$ cat src/rtl/rst_sequencer_pkg.sv
// rtl/rst_sequencer_pkg.sv - shared state encodings, defaults and helpers for the reset sequencer
//
// Purpose : constants shared by the reset sequencer and its bench.
// Contents: RS_* state encodings (values visible on STATE_O), default
//           parameter values, LOSS_CNT width and a saturating increment.
package rst_sequencer_pkg;

    localparam logic [1:0] RS_HOLD = 2'd0;
    localparam logic [1:0] RS_WAIT = 2'd1;
    localparam logic [1:0] RS_REL  = 2'd2;
    localparam logic [1:0] RS_RUN  = 2'd3;

    localparam int DEF_NUM_STAGES    = 4;
    localparam int DEF_STABLE_CYCLES = 256;
    localparam int DEF_STAGE_GAP     = 16;
    localparam int DEF_HOLD_MIN      = 8;
    localparam int DEF_CNT_W         = 16;

    localparam int LOSS_W = 8;

    function automatic logic [LOSS_W-1:0] sat_inc(input logic [LOSS_W-1:0] v);
        return (v == {LOSS_W{1'b1}}) ? v : v + 1'b1;
    endfunction

endpackage

$ cat src/rtl/rst_sequencer_sync2.sv
// rtl/rst_sequencer_sync2.sv - two-flop synchronizer with synchronous reset
//
// Purpose : bring an asynchronous level into the clk_i domain.
// Ports   : clk_i  destination clock
//           rst_i  synchronous active-high reset, clears both flops
//           d_i    asynchronous input
//           q_o    synchronized output, 2 edges of latency
module rst_sequencer_sync2 (
    input  logic clk_i,
    input  logic rst_i,
    input  logic d_i,
    output logic q_o
);

    logic meta_q;
    logic sync_q;

    always_ff @(posedge clk_i) begin
        if (rst_i) begin
            meta_q <= 1'b0;
            sync_q <= 1'b0;
        end else begin
            meta_q <= d_i;
            sync_q <= meta_q;
        end
    end

    assign q_o = sync_q;

endmodule

$ cat src/rtl/rst_sequencer.sv
// rtl/rst_sequencer.sv - staged reset release sequencer driven by MMCM lock
//
// Purpose : hold all pipeline stages in reset until the synchronized lock has
//           been stable, then release stage 0..NUM_STAGES-1 in order with a
//           fixed gap; lock loss or a soft-reset request re-asserts everything.
// Ports   : CLK       user clock
//           RST       synchronous active-high reset
//           LOCKED_I  MMCM lock, asynchronous to CLK
//           SRST_REQ  soft-reset request pulse (honoured in RELEASE/RUN only)
//           RST_O     per-stage active-high reset, bit k = stage k
//           READY     all stages released
//           LOSS_CNT  saturating lock-loss event count
//           STATE_O   0=HOLD 1=WAIT_LOCK 2=RELEASE 3=RUN
module rst_sequencer
    import rst_sequencer_pkg::*;
#(
    parameter int NUM_STAGES    = DEF_NUM_STAGES,
    parameter int STABLE_CYCLES = DEF_STABLE_CYCLES,
    parameter int STAGE_GAP     = DEF_STAGE_GAP,
    parameter int HOLD_MIN      = DEF_HOLD_MIN,
    parameter int CNT_W         = DEF_CNT_W
) (
    input  logic                  CLK,
    input  logic                  RST,
    input  logic                  LOCKED_I,
    input  logic                  SRST_REQ,
    output logic [NUM_STAGES-1:0] RST_O,
    output logic                  READY,
    output logic [LOSS_W-1:0]     LOSS_CNT,
    output logic [1:0]            STATE_O
);

    localparam int STG_W = (NUM_STAGES > 1) ? $clog2(NUM_STAGES) : 1;

    localparam logic [CNT_W-1:0] HOLD_LAST   = CNT_W'(HOLD_MIN - 1);
    localparam logic [CNT_W-1:0] STABLE_LAST = CNT_W'(STABLE_CYCLES - 1);
    localparam logic [CNT_W-1:0] GAP_LAST    = CNT_W'(STAGE_GAP - 1);
    localparam logic [STG_W-1:0] LAST_STG    = STG_W'(NUM_STAGES - 1);

    logic                  lock_s;

    logic [1:0]            state_q, state_d;
    logic [CNT_W-1:0]      cnt_q,   cnt_d;
    logic [STG_W-1:0]      stg_q,   stg_d;
    logic [NUM_STAGES-1:0] rst_q,   rst_d;
    logic                  ready_q, ready_d;
    logic [LOSS_W-1:0]     loss_q,  loss_d;
    logic [STG_W-1:0]      stg_nxt;

    rst_sequencer_sync2 u_lock_sync (
        .clk_i (CLK),
        .rst_i (RST),
        .d_i   (LOCKED_I),
        .q_o   (lock_s)
    );

    assign stg_nxt = stg_q + 1'b1;

    always_comb begin
        state_d = state_q;
        cnt_d   = cnt_q;
        stg_d   = stg_q;
        rst_d   = rst_q;
        ready_d = ready_q;
        loss_d  = loss_q;

        case (state_q)
            RS_HOLD: begin
                rst_d   = '1;
                ready_d = 1'b0;
                if (cnt_q == HOLD_LAST) begin
                    state_d = RS_WAIT;
                    cnt_d   = '0;
                end else begin
                    cnt_d = cnt_q + 1'b1;
                end
            end

            RS_WAIT: begin
                // Any low sample restarts the stability window; not a loss event.
                if (!lock_s) begin
                    cnt_d = '0;
                end else if (cnt_q == STABLE_LAST) begin
                    cnt_d    = '0;
                    stg_d    = '0;
                    rst_d[0] = 1'b0;
                    if (NUM_STAGES == 1) begin
                        state_d = RS_RUN;
                        ready_d = 1'b1;
                    end else begin
                        state_d = RS_REL;
                    end
                end else begin
                    cnt_d = cnt_q + 1'b1;
                end
            end

            default: begin
                if (!lock_s || SRST_REQ) begin
                    state_d = RS_HOLD;
                    cnt_d   = '0;
                    stg_d   = '0;
                    rst_d   = '1;
                    ready_d = 1'b0;
                    if (!lock_s) begin
                        loss_d = sat_inc(loss_q);
                    end
                end else if (state_q == RS_REL) begin
                    if (cnt_q == GAP_LAST) begin
                        cnt_d = '0;
                        stg_d = stg_nxt;
                        // Released stages are always a contiguous low run, so
                        // shifting in a zero releases exactly the next stage.
                        rst_d = rst_q << 1;
                        if (stg_nxt == LAST_STG) begin
                            state_d = RS_RUN;
                            ready_d = 1'b1;
                        end
                    end else begin
                        cnt_d = cnt_q + 1'b1;
                    end
                end else begin
                    rst_d   = '0;
                    ready_d = 1'b1;
                end
            end
        endcase
    end

    always_ff @(posedge CLK) begin
        if (RST) begin
            state_q <= RS_HOLD;
            cnt_q   <= '0;
            stg_q   <= '0;
            rst_q   <= '1;
            ready_q <= 1'b0;
            loss_q  <= '0;
        end else begin
            state_q <= state_d;
            cnt_q   <= cnt_d;
            stg_q   <= stg_d;
            rst_q   <= rst_d;
            ready_q <= ready_d;
            loss_q  <= loss_d;
        end
    end

    assign RST_O    = rst_q;
    assign READY    = ready_q;
    assign LOSS_CNT = loss_q;
    assign STATE_O  = state_q;

endmodule
$ cat config.mk
export PLATFORM = sky130hd
export DESIGN_NAME = rst_sequencer
export DESIGN_NICKNAME = d
export VERILOG_FILES = /design/src/rtl/rst_sequencer_pkg.sv /design/src/rtl/rst_sequencer_sync2.sv /design/src/rtl/rst_sequencer.sv
export SDC_FILE = /design/constraint.sdc
export NUM_CORES = 1
export LEC_CHECK = 0
export ABC_AREA = 1
export CAP_MARGIN = 40
export CELL_PAD_IN_SITES_DETAIL_PLACEMENT = 0
export CELL_PAD_IN_SITES_GLOBAL_PLACEMENT = 2
export CORE_AREA = 3 3 79 81
export DETAILED_ROUTE_END_ITERATION = 6
export DIE_AREA = 0 0 82 84
export GPL_TIMING_DRIVEN = 0
export PLACE_DENSITY = 0.83
export RECOVER_POWER = 50
export SYNTH_ARGS = -nofsm -noshare
export SYNTH_HDL_FRONTEND = slang
export SYNTH_SLANG_ARGS = --single-unit
$ cat constraint.sdc
create_clock -name CLK -period 4.4 [get_ports CLK]
set_input_delay 0.44 -clock CLK [delete_from_list [all_inputs] [get_ports CLK]]
set_output_delay 0.44 -clock CLK [all_outputs]
set_load 0.05 [all_outputs]
==> out/metrics.yaml, run 1 <==
rows: 27
cts.path.max_buffers: 2
fin_crit_ns: 2.44
tns_ns: 0
worst-setup-path-type: "input port to flop"
hold_buffers: 0
synth_compound_area_share_pct: 7.42
muxShareOfSynthArea_pct: 0
status: "finished clean"
grt_max_degree: 12
totalWireLength_um: 3850
ir_drop_v: 0.000175
synthAdderAreaFrac_pct: 1.99
syn2layout_area_growth_pct: 17.1
first_pass_iters: 4
hold_viol_final: 0
crit_path_start_kind: "input port"
cpMostUsedCell: "nand2_1"
power_frac_seq_pct: 36.2
core_area_um2: 5540
overflow: 0
diodes: 0
die_h_um: 84
worst-path-buf-inv: 3
synthesis.nets: 271
end_kind: "flop"
clock_skew_ns: 0.00792
htreeDepth: 2
leakagePower_nw: 0.866
max_stage_delay_ns: 0.58
finalCritPeriodShare_pct: 55.5
pwr-share-clk_pct: 29.3
hold_path_class: "flop to flop"
initial_core_util_pct: 34.1
postCtsSetupRepairBufs: 0
fp.dieArea_um2: 6890
clock_sinks: 35
power.density_nw_per_um2: 469
track_usage_pct: 12.5
ant_nets: 0
drt_iter0_drc: 43
route.detailed.drc: 0
cts_resized: 0
cp_max_fo: 10
maxCapViolCount: 0
worstMarginPinSlew_ns: 0.712
r2r_cells: 9
syn_avg_cell_area_um2: 7.16
slew-limit-headroom_pct: 52.5
synthXorXnorAreaFrac_pct: 5.10
worst-path-stages: 9
r2r-end: "cnt_q[3]"
ys_ff_latch: 35
num_io_pins: 19
cp_slowest_cell: "clkbuf_1"
pwr-share-comb_pct: 34.4
power.switching_w: 0.000390
drv_slew: 0
vias: 1600
port_buffers: 18
rrSetupSlack_ns: 2.19
place.gp.congestion: 0.751
hold_start: "u_lock_sync.meta_q"
place_inst: 354
required_ns: 4.55
grt_pass1_wl_um: 6800
p_sw_share_pct: 37.6
cts-buffers-inserted: 5
ys_types: 29
yosysSeqAreaShare_pct: 37.1
setup_viol: 0
dieWidth_um: 82
reg2reg_from: "cnt_q[0]"
synth_cells: 264
crit_chain: "dlygate4sd3_1 -> inv_1 -> nand2_1 -> nor2_1 -> nand2_1 -> nand4_2 -> nand2_1 -> clkbuf_1 -> nor2_2"
max_freq_mhz: 409
fin_cells: 362
internal-power_w: 0.000648
synth_area_um2: 1890
cp-startpoint: "SRST_REQ"
dp_hpwl_um: 2860
synth_top_family_by_area: "simple AND/OR/NAND/NOR gates"
grt_setup_unrepaired: "no"
antenna_found_initial: 0
cts_tree: "yes"
drive_above_1_share_pct: 11.4
arrival_ns: 2.60
root_buffer: "clkbuf_8"
crit_family: "buffers and inverters"
drt-wirelength-per-cell_um: 10.6
grt_pass1_vias: 1479
yosys.area_share.simple_pct: 39.9
final_nets: 296
crit_path_end: "cnt_q[3]"
cts.clk_slew.worst_paths_ns: 0.07
clkLatencyLatePin_ns: 0.29
yosys_warnings: 0
via_per_inst: 4.42
fillers: 621
[registers in the layout, indices dropped and copies added (netlist names)]
signal,cells
LOSS_CNT,8
READY,1
STATE_O,2
u_lock_sync.q_o,1
cnt_q,16
RST_O,4
stg_q,2
u_lock_sync.meta_q,1
[tightest hold or removal path: stages, from the launching register on]
cell and delay (ns):
dfxtp_1 0.30, inv_1 0.04, nor2_1 0.03
[per-layer routing]
layer	share of wire (%)	wire length (um)	global-route usage [%]
met1	54	2070	18.0
met5	0	0	0
met3	2.3	87	3.24
met4	1.8	70	4.98
met2	42	1620	17.5
[synth_stat cells]
library cell,instances,area share (%)
inv_1,32,6.4
o21a_1,1,0.40
xnor2_1,2,0.93
nor2_8,1,1.1
clkbuf_1,1,0.20
nor3_2,1,0.53
nor3b_1,1,0.40
or2_2,1,0.33
nand2_2,7,2.3
nand3_1,8,2.1
nand3b_1,2,0.79
nand4_1,9,3.0
nand4_2,1,0.66
o21bai_1,1,0.40
inv_2,3,0.60
dfxtp_1,35,37
nor2_1,37,7.4
nor2_4,2,1.2
a21oi_1,14,3.7
xor2_1,9,4.2
nor3_1,6,1.6
nand3_2,3,1.6
buf_2,1,0.26
ha_1,3,2.0
o21ai_0,11,2.9
buf_12,1,1.1
nor2_2,13,4.3
nand2_4,3,1.8
nand2_1,55,11
[power by group through the flow]
stage          Sequential [W]  Clock (W)  Combinational [W]
6_report             0.000376   0.000305           0.000358
5_1_grt              0.000382   0.000330           0.000403
4_1_cts              0.000377   0.000316           0.000394
3_5_place_dp         0.000385          0           0.000393
3_3_place_gp         0.000384          0           0.000397
2_1_floorplan        0.000455          0           0.000231
[cells by family (layout without fill, tap and decap cells)]
logic type                 after synthesis  in the layout
buffers and inverters                   38             64
xor gates and xnor gates                11             11
and+or+nand+nor                        150            150
AOI/OAI and AO/OA                       27             27
adders and majority gates                3              3
DFF                                     35             35
[cells in the final DEF, fill, tap and decap left out, types with 3 or more instances in the layout]
| cell type | Yosys | routed |
|---|---|---|
| a21oi_1 | 14 | 14 |
| clkbuf_8 | 0 | 6 |
| clkdlybuf4s50_1 | 0 | 16 |
| dfxtp_1 | 35 | 35 |
| ha_1 | 3 | 3 |
| inv_1 | 32 | 34 |
| nand2_1 | 55 | 61 |
| nand2_2 | 7 | 3 |
| nand3_1 | 8 | 9 |
| nand4_1 | 9 | 9 |
| nor2_1 | 37 | 39 |
| nor2_2 | 13 | 12 |
| nor3_1 | 6 | 6 |
| o21ai_0 | 11 | 11 |
| xor2_1 | 9 | 9 |
[stage by stage]
step	util, %	setup WS [ns]	cell area (um^2)	hold slack [ns]	power (W)
after floorplan	-	2.64	1890	0.388	0.000686
final	39.9	1.96	2210	0.410	0.00104
after detailed placement	39.0	2.40	2160	0.399	0.000777
after CTS	41.1	2.34	2280	0.412	0.00109
after global routing	39.9	1.75	2210	0.444	0.00112
after global placement	39.0	2.41	2160	0.397	0.000781
[area by class of cell]
type | instances | area (um^2) | area share (%)
buffer | 3 | 12.5 | 0.566
tap | 72 | 90.1 | 4.07
clock inverter | 2 | 35.0 | 1.58
inverter | 35 | 131 | 5.94
clock buffer | 6 | 82.6 | 3.73
timing repair buffer | 18 | 180 | 8.14
multi-input combinational | 191 | 980 | 44.3
sequential | 35 | 701 | 31.7
[worst min-delay path by stage]
stage	to	slack [ns]	cells after the start
6_report	u_lock_sync.q_o	0.41	2
5_1_grt	u_lock_sync.q_o	0.44	2
2_1_floorplan	u_lock_sync.q_o	0.39	2
4_1_cts	u_lock_sync.q_o	0.41	2
3_5_place_dp	u_lock_sync.q_o	0.40	2
3_3_place_gp	u_lock_sync.q_o	0.40	2
Note: power is estimated with default switching activity, not from simulation.
==> run 2: changes to the inputs <==
--- a/config.mk
+++ b/config.mk
@@ -9,11 +9,11 @@
 export CAP_MARGIN = 40
 export CELL_PAD_IN_SITES_DETAIL_PLACEMENT = 0
 export CELL_PAD_IN_SITES_GLOBAL_PLACEMENT = 2
-export CORE_AREA = 3 3 79 81
+export CORE_AREA = 3 3 85 87
 export DETAILED_ROUTE_END_ITERATION = 6
-export DIE_AREA = 0 0 82 84
+export DIE_AREA = 0 0 88 90
 export GPL_TIMING_DRIVEN = 0
-export PLACE_DENSITY = 0.83
+export PLACE_DENSITY = 0.76
 export RECOVER_POWER = 50
 export SYNTH_ARGS = -nofsm -noshare
 export SYNTH_HDL_FRONTEND = slang
==> constraint.sdc (replaced) <==
create_clock -name CLK -period 2 [get_ports CLK]
set_input_delay 0.2 -clock CLK [delete_from_list [all_inputs] [get_ports CLK]]
set_output_delay 0.2 -clock CLK [all_outputs]
set_load 0.05 [all_outputs]
==> run 2 against run 1 <==
  * Cell count grew 1.4%
  * Worst hold slack about the same
  * Flip-flop and latch count is the same
  * Critical endpoint is now STATE_O[1]
  * Highest routed layer unchanged
==> out/metrics.yaml, run 2 (synthesis gave the netlist of run 1 again) <==
root_buffer: "clkbuf_8"
tns_ns: 0  # unchanged
final_nets: 296  # unchanged
arrival_ns: 1.55  # -1.05 ns
drv_slew: 0  # unchanged
cts_resized: 0  # unchanged
power.density_nw_per_um2: 1080  # +130%
rrSetupSlack_ns: 0.26  # -1.93 ns
worst-setup-path-type: "flop to output pin"
ir_drop_v: 0.000338  # +93%
cts_tree: "yes"
initial_core_util_pct: 29.4  # -4.7 points
crit_path_end: "STATE_O[1]"
cp-startpoint: "STATE_O[1]"
drt-wirelength-per-cell_um: 11.1  # +4.7%
power_frac_seq_pct: 33.8  # -2.4 points
crit_path_start_kind: "flop"
crit_family: "buffers and inverters"
via_per_inst: 4.43  # +0.30%
antenna_found_initial: 0  # unchanged
cp_max_fo: 6  # -4
status: "finished clean"
internal-power_w: 0.00154  # +140%
cts.clk_slew.worst_paths_ns: 0.08  # about the same
dp_hpwl_um: 3040  # +6.5%
worstMarginPinSlew_ns: 0.512  # -0.199 ns
pwr-share-comb_pct: 34.3  # about the same
grt_max_degree: 12  # unchanged
fillers: 689  # +11%
postCtsSetupRepairBufs: 0  # unchanged
final_common_cell: "nand2_1"
overflow: 0  # unchanged
pwr-share-clk_pct: 31.8  # +2.5 points
fp.dieArea_um2: 7920  # +15%
first_pass_iters: 4  # unchanged
worst-path-buf-inv: 1  # -2
p_sw_share_pct: 36.8  # -0.79 points
rows: 29  # +7.4%
largest_register_ffs: 16  # unchanged
leakagePower_nw: 0.896  # +3.5%
drt_iter0_drc: 41  # -4.7%
setup_viol: 0  # unchanged
syn2layout_area_growth_pct: 19.9
final_cell_mix: "nand2_1, nor2_1, dfxtp_1"
grt_setup_unrepaired: "no"
diodes: 0  # unchanged
cp_slowest_cell: "clkdlybuf4s50_1"
hold_start: "u_lock_sync.meta_q"
maxCapViolCount: 0  # unchanged
drive_above_1_share_pct: 12.8  # +1.4 points
reg2reg_from: "cnt_q[0]"
ant_nets: 0  # unchanged
r2r-end: "cnt_q[7]"
cts-buffers-inserted: 5  # unchanged
clock_skew_ns: 0.0133  # +0.00541 ns
die_h_um: 90  # +7.1%
multi_input_area_um2: 996  # +1.7%
hold_path_class: "flop to flop"
cts.path.max_buffers: 2  # unchanged
dieWidth_um: 88  # +7.3%
htreeDepth: 2  # unchanged
clock_sinks: 35  # unchanged
vias: 1627  # +1.7%
hold_viol_final: 0  # unchanged
core_area_um2: 6420  # +16%
track_usage_pct: 11.2  # -1.3 points
r2r_cells: 9  # unchanged
route.detailed.drc: 0  # unchanged
slew-limit-headroom_pct: 65.7  # +13 points
placed_cell_area_um2: 2170  # +0.29%
max_freq_mhz: 570
place.gp.congestion: 0.733  # -2.3%
totalWireLength_um: 4090  # +6.2%
crit_chain: "clkdlybuf4s50_1"
end_kind: "output pin"
required_ns: 1.80  # -2.75 ns
port_buffers: 18  # unchanged
seqCellArea_um2: 701  # unchanged
max_stage_delay_ns: 0.84  # +0.26 ns
power.switching_w: 0.000897  # +130%
grt_pass1_vias: 1554  # +5.1%
worst-path-stages: 1  # -8
fin_crit_ns: 1.75
top_register: "cnt_q"
grt_pass1_wl_um: 7160  # +5.2%
num_io_pins: 19  # unchanged
hold_buffers: 0  # unchanged
finalCritPeriodShare_pct: 87.7
clkLatencyLatePin_ns: 0.30  # about the same
fin_area_um2: 2270  # +2.4%
[run 2: metal layers]
layer	vias to the layer above	global-route usage (%)	share of wire, %
li1	883	-	-
met1	725	15.9	54
met2	13	16.0	42
met3	6	3.02	2.4
met4	0	4.48	1.7
met5	-	0	0
[run 2: worst min path at each step]
| stage | slack (ns) | to | cells past startpoint |
|---|---|---|---|
| 6_report | 0.41 | u_lock_sync.q_o | 2 |
| 5_1_grt | 0.43 | u_lock_sync.meta_q | 3 |
| 4_1_cts | 0.42 | u_lock_sync.meta_q | 3 |
| 3_5_place_dp | 0.40 | u_lock_sync.q_o | 2 |
| 3_3_place_gp | 0.40 | u_lock_sync.q_o | 2 |
| 2_1_floorplan | 0.31 | u_lock_sync.meta_q | 2 |
[run 2: final cells by class]
| type | instances | share of cell area, % |
|---|---|---|
| multi-input combinational | 191 | 44.0 |
| tap | 77 | 4.25 |
| inverter | 35 | 5.80 |
| clock buffer | 6 | 3.20 |
| sequential | 35 | 30.9 |
| timing repair buffer | 18 | 7.95 |
| clock inverter | 2 | 2.65 |
| buffer | 3 | 1.27 |
[run 2: worst min-delay path: stages (launching register included)]
cell     delay [ns]
dfxtp_1        0.30
inv_1          0.04
nor2_1         0.03
[run 2: power by group through the flow]
stage	Clock [W]	Sequential, W	Combinational [W]
after detailed placement	0	0.000847	0.000878
after global placement	0	0.000844	0.000878
after CTS	0.000810	0.000830	0.000883
after global routing	0.000834	0.000838	0.000931
final	0.000776	0.000826	0.000838
after floorplan	0	0.00100	0.000507
[run 2: stage by stage]
stage / hold WS [ns] / total power, W / util (%) / cells / worst slack [ns]
global route: 0.425 / 0.00260 / 35.3 / 367 / 0.0777
floorplan: 0.307 / 0.00151 / - / 264 / 0.241
global placement: 0.401 / 0.00172 / 33.7 / 359 / 0.249
finish: 0.410 / 0.00244 / 35.3 / 367 / 0.246
CTS: 0.416 / 0.00252 / 35.8 / 367 / 0.184
detailed placement: 0.396 / 0.00173 / 33.7 / 359 / 0.221
